$ cat src/rtl/cpu_inst_fifo.sv
// Dual-slot instruction fetch queue between fetch and dual-issue decode.
// Accepts up to two fetched instructions per cycle and presents the two
// oldest entries combinationally. A flush empties the queue in one cycle.
module cpu_inst_fifo #(
  parameter int DEPTH = 8,
  parameter int PTR_W = $clog2(DEPTH)
) (
  input  logic             clk,
  input  logic             rst,
  input  logic             flush,
  input  logic             push_valid1,
  input  logic             push_valid2,
  input  logic [31:0]      push_inst1,
  input  logic [31:0]      push_inst2,
  input  logic [31:0]      push_pc1,
  input  logic [31:0]      push_pc2,
  input  logic [2:0]       push_except1,
  input  logic [2:0]       push_except2,
  output logic             full_stall,
  input  logic [1:0]       pop_cnt,
  output logic             out_valid1,
  output logic             out_valid2,
  output logic [31:0]      out_inst1,
  output logic [31:0]      out_inst2,
  output logic [31:0]      out_pc1,
  output logic [31:0]      out_pc2,
  output logic [2:0]       out_except1,
  output logic [2:0]       out_except2,
  output logic [PTR_W:0]   count
);

  typedef struct packed {
    logic [31:0] inst;
    logic [31:0] pc;
    logic [2:0]  exc;
  } entry_t;

  entry_t             mem_q [DEPTH];
  logic [PTR_W-1:0]   head_q, head_d, tail_q, tail_d;
  logic [PTR_W:0]     count_q, count_d;
  logic [PTR_W-1:0]   head_p1, tail_p1;
  logic               push_ok;
  logic [1:0]         push_n, pop_req, pop_eff;
  entry_t             rd1, rd2;

  // Stall only looks at registered occupancy: a same-cycle pop does not
  // free space until the next edge, so fetch needs two guaranteed slots.
  assign full_stall = (count_q > (PTR_W+1)'(DEPTH - 2));
  assign push_ok    = push_valid1 & ~full_stall;
  assign push_n     = {1'b0, push_ok} + {1'b0, push_ok & push_valid2};
  // pop_cnt=3 behaves like 2; requests beyond occupancy are clamped.
  assign pop_req    = (pop_cnt == 2'd3) ? 2'd2 : pop_cnt;
  assign pop_eff    = ({{(PTR_W-1){1'b0}}, pop_req} > count_q) ? count_q[1:0] : pop_req;
  assign head_p1    = head_q + PTR_W'(1);
  assign tail_p1    = tail_q + PTR_W'(1);

  // Next-state for pointers and occupancy; flush wins over push/pop.
  always_comb begin
    head_d  = head_q;
    tail_d  = tail_q;
    count_d = count_q;
    if (flush) begin
      head_d  = '0;
      tail_d  = '0;
      count_d = '0;
    end else begin
      head_d  = head_q + PTR_W'(pop_eff);
      tail_d  = tail_q + PTR_W'(push_n);
      count_d = count_q + (PTR_W+1)'(push_n) - (PTR_W+1)'(pop_eff);
    end
  end

  // Pointer and occupancy registers.
  always_ff @(posedge clk or negedge rst) begin
    if (!rst) begin
      head_q  <= '0;
      tail_q  <= '0;
      count_q <= '0;
    end else begin
      head_q  <= head_d;
      tail_q  <= tail_d;
      count_q <= count_d;
    end
  end

  // Entry storage; contents are don't-care after reset, so no reset here.
  always_ff @(posedge clk) begin
    if (push_ok && !flush) begin
      mem_q[tail_q] <= '{inst: push_inst1, pc: push_pc1, exc: push_except1};
      if (push_valid2)
        mem_q[tail_p1] <= '{inst: push_inst2, pc: push_pc2, exc: push_except2};
    end
  end

  // Zero-latency read of the two oldest entries, zeroed when not present.
  always_comb begin
    rd1         = mem_q[head_q];
    rd2         = mem_q[head_p1];
    out_valid1  = (count_q != '0);
    out_valid2  = (count_q >= (PTR_W+1)'(2));
    out_inst1   = out_valid1 ? rd1.inst : '0;
    out_pc1     = out_valid1 ? rd1.pc   : '0;
    out_except1 = out_valid1 ? rd1.exc  : '0;
    out_inst2   = out_valid2 ? rd2.inst : '0;
    out_pc2     = out_valid2 ? rd2.pc   : '0;
    out_except2 = out_valid2 ? rd2.exc  : '0;
  end

  assign count = count_q;

endmodule
$ cat config.mk
export PLATFORM = sky130hd
export DESIGN_NAME = cpu_inst_fifo
export DESIGN_NICKNAME = d
export VERILOG_FILES = /design/src/rtl/cpu_inst_fifo.sv
export SDC_FILE = /design/constraint.sdc
export NUM_CORES = 1
export LEC_CHECK = 0
export BUFFER_PORTS_ARGS = -buffer_cell sky130_fd_sc_hd__buf_2
export CORE_UTILIZATION = 60
export DETAILED_ROUTE_END_ITERATION = 8
export HOLD_SLACK_MARGIN = 0.03
export MAX_ROUTING_LAYER = met4
export PLACE_DENSITY = 0.9
export SYNTH_ARGS = -nofsm -noshare
export SYNTH_HDL_FRONTEND = slang
export SYNTH_SLANG_ARGS = --single-unit
$ cat constraint.sdc
create_clock -name clk -period 6.4 [get_ports clk]
set_input_delay 0.32 -clock clk [delete_from_list [all_inputs] [get_ports clk]]
set_output_delay 0.32 -clock clk [all_outputs]
set_load 0.005 [all_outputs]
==> impl_metrics.csv <==
group,metric,value,unit
synthesis,synthAdderAreaFrac,0.7416,%
timing,tns,0,ns
clock_tree,cts_tree,"done",
synthesis,yosys.area_share.simple,6.212,%
synthesis,synth_seq_cells,546,
setup_path,startpoint,"head_q[0]$_DFF_PN0_",
routing,wirelength,97.49,mm
routing,vias,23890,
synthesis,synth_compound_gate_area_share,10.01,%
run_status,status,"complete, no violations",
timing,final_max_slew_viol_count,0,
routing,dr.pass1.iters,5,
clock_tree,clock_latency,0.62,ns
synthesis,synthesis.area,32730,µm²
place,dpl.hpwl,52.94,mm
setup_path,cp.required,6.08,ns
routing,drt_iter0_markers,2891,
clock_tree,root_buffer,"clkbuf_16",
die,core,53810,µm²
die,fp.dieH,235.6,µm
power,peakVddDrop,0.5292,mV
cells_and_area,final_nets,2732,
die,initial_utilization,60.82,%
setup_path,endpoint,"out_except2[1]",
global_routing,grt_max_degree,127,
place,place.gp.congestion,0.8595,
global_routing,antenna_found_initial,24,
clock_tree,clock_sinks,546,
routing,route.antenna.remaining_nets,0,
timing,rsz0062_at_grt,"no",
clock_tree,cts_max_path_buffers,3,
global_routing,track_usage,35.16,%
global_routing,grt.overflow.total,0,
place,io_buffers,281,
hold_path,hold_path_class,"in2reg",
synthesis,synth_top_family_by_area,"multiplexers",
timing,hold_viol_final,0,
timing,finalCritPeriodShare,81.07,%
global_routing,grt_pass1_wl,144.3,mm
clock_tree,cts-resized-gates,0,
clock_tree,cts_setup_buffers,0,
synthesis,synthCells,2425,
power,finalPower,14930,µW
routing,avgViaCountPerCell,7.135,
setup_path,crit_fanout,126,
synthesis,synthMuxAreaShare,29.23,%
timing,fin_skew,0.01143,ns
setup_path,rrSetupSlack,2.18,ns
run,max_cap_violations,0,
synthesis,syn_nets,2583,
die,rows,85,
timing,slew_headroom,12.76,%
timing,finalSetupViolations,0,
setup_path,r2r-start,"count[3]$_DFF_PN0_",
clock_tree,ctsHtreeMaxLevel,2,
clock_tree,hold_buffers,2,
setup_path,critPathKind,"reg2out",
setup_path,rr_worst_depth,7,
clock_tree,numCtsBuffers,56,
timing,tightest_slew,1.309,ns
cells_and_area,syn_to_final_growth,10.86,%
setup_path,worstSetupEndpointType,"primary output",
synthesis,yosysSeqAreaShare,49.94,%
setup_path,r2r_end,"mem_q[7][52]$_DFFE_PP_",
synthesis,postSynthAreaPerCell,13.50,µm²
cells_and_area,drive_gt1_share,41.72,%
power,powerDensity,411.4,nW/µm²
synthesis,ys_types,39,
power,power.leakage,0.01229,µW
timing,period_needed,5.188,ns
synthesis,synthXorXnorAreaFrac,0.2141,%
clock_tree,path_clk_slew,0.06,ns
timing,timing.fmax,192.7,MHz
synthesis,yosysWarningCount,0,
die,die-width,235.6,µm
global_routing,grt_pass1_vias,24290,
setup_path,cp-start-kind,"flip-flop",
die,design.die.area,55490,µm²
routing,drc,0,
die,ioPinCount,282,
routing,wl_per_cell,29.12,µm
setup_path,arrival,4.87,ns
==> layout make-up <==
type	instances	area [µm²]
Clock buffer	63	1449
Timing Repair Buffer	315	1742
Sequential cell	546	16360
Clock inverter	41	322.8
Fill cell	3590	17530
Inverter	9	33.78
Antenna cell	32	80.08
Multi-Input combinational cell	1646	15430
Tap cell	696	870.8
==> layout by cell type, fill, tap and decap left out, types with 6 or more instances in the layout <==
cell type   instances
a211oi_1          134
clkinv_1           21
diode_2            32
buf_4              26
nand2_1             6
edfxtp_1          536
xnor2_1             6
nand3b_1            6
nor2_1             10
nand3_4             8
inv_1               9
clkbuf_1            6
nor2b_1           208
buf_2             281
a2111oi_0         133
clkinv_2            8
clkbuf_16          57
clkinvlp_4          6
dfrtp_1             7
nor4_1             67
mux2i_1           202
a22o_1             67
ha_1               12
mux2_2            670
buf_12              6
o22ai_1            67
==> worst min-delay path by stage <==
stage | start | endpoint | slack (ns) | cells past startpoint
2_1_floorplan | rst | count[0]$_DFF_PN0_ | 0.02 | 0
3_3_place_gp | rst | count[3]$_DFF_PN0_ | 0.19 | 1
3_5_place_dp | rst | count[2]$_DFF_PN0_ | 0.19 | 1
4_1_cts | push_inst1[19] | mem_q[1][54]$_DFFE_PP_ | 0.07 | 2
5_1_grt | push_pc1[27] | mem_q[1][30]$_DFFE_PP_ | 0.1 | 2
6_report | push_inst1[28] | mem_q[2][63]$_DFFE_PP_ | 0.1 | 2
==> critical path: stages (launching register included) <==
cell	delay [ns]
dfrtp_4	1.14
ha_4	0.74
buf_12	0.59
mux2_2	0.28
o22ai_1	0.07
a2111oi_0	1.00
buf_2	0.26
==> Yosys cell counts <==
| cell type | instances | area [µm²] |
|---|---|---|
| mux2i_1 | 202 | 2022 |
| xor2_1 | 2 | 17.52 |
| nand3b_1 | 6 | 45.04 |
| and3_1 | 3 | 18.77 |
| o21a_1 | 1 | 7.510 |
| buf_4 | 7 | 52.55 |
| dfrtp_1 | 10 | 250.2 |
| clkbuf_1 | 96 | 360.4 |
| and2_1 | 5 | 31.28 |
| or3b_2 | 1 | 8.760 |
| nor4_1 | 67 | 419.2 |
| o22ai_1 | 67 | 419.2 |
| a21oi_1 | 5 | 25.02 |
| a21o_1 | 1 | 7.510 |
| nor3_1 | 2 | 10.01 |
| nor3_4 | 1 | 16.27 |
| buf_2 | 91 | 455.4 |
| a211oi_1 | 134 | 1006 |
| o21ai_0 | 2 | 10.01 |
| nor2_1 | 14 | 52.55 |
| edfxtp_1 | 536 | 16100 |
| nor3b_1 | 2 | 15.01 |
| fa_1 | 4 | 80.08 |
| inv_1 | 9 | 33.78 |
| nand2b_1 | 4 | 25.02 |
| or2_2 | 2 | 12.51 |
| a2111oi_0 | 134 | 1174 |
| buf_6 | 24 | 270.3 |
| buf_1 | 6 | 22.52 |
| a22o_1 | 67 | 586.8 |
| nor2b_1 | 209 | 1308 |
| nand2_1 | 7 | 26.28 |
| a31oi_1 | 4 | 25.02 |
| a21boi_0 | 1 | 7.510 |
| o211ai_1 | 1 | 7.510 |
| ha_1 | 13 | 162.7 |
| mux2_2 | 670 | 7545 |
| xnor2_1 | 6 | 52.55 |
| nand3_1 | 9 | 45.04 |
==> power by group <==
part	switching (µW)	total, µW	internal (µW)
Clock	1420	3240	1820
Sequential	322	4460	4140
Combinational	4300	7220	2930
Total	6040	14900	8880
==> stage by stage <==
stage	hold WS, ns	cell area, µm²	utilization, %	std cells	setup WS (ns)
floorplan	0.02441	32730	-	2425	1.303
global placement	0.1873	34410	63.94	3210	2.078
detailed placement	0.1939	34410	63.94	3210	2.012
CTS	0.07436	36200	67.27	3316	1.328
global route	0.09821	36260	67.38	3339	1.138
finish	0.09856	36280	67.42	3348	1.212
==> routing by layer <==
layer  up-vias  wire length [µm]  global-route usage, %
li1      10120                 -                      -
met1     11740             35230                  41.92
met2      1693             46740                  56.52
met3       340             10730                  6.555
met4         0              4789                  19.29
met5         -                 0                      -
==> cell families after synthesis <==
| kind of cell | Yosys count |
|---|---|
| buf+inv | 233 |
| compound gates | 417 |
| fa+ha+maj | 17 |
| flops | 546 |
| mux | 872 |
| xor+xnor | 8 |
| simple gates | 332 |
==> registers in the layout (all words and copies together) (netlist names) <==
register / count
mem_q: 536
count: 4
head_q: 3
tail_q: 3
(Power assumes the default switching activity.)
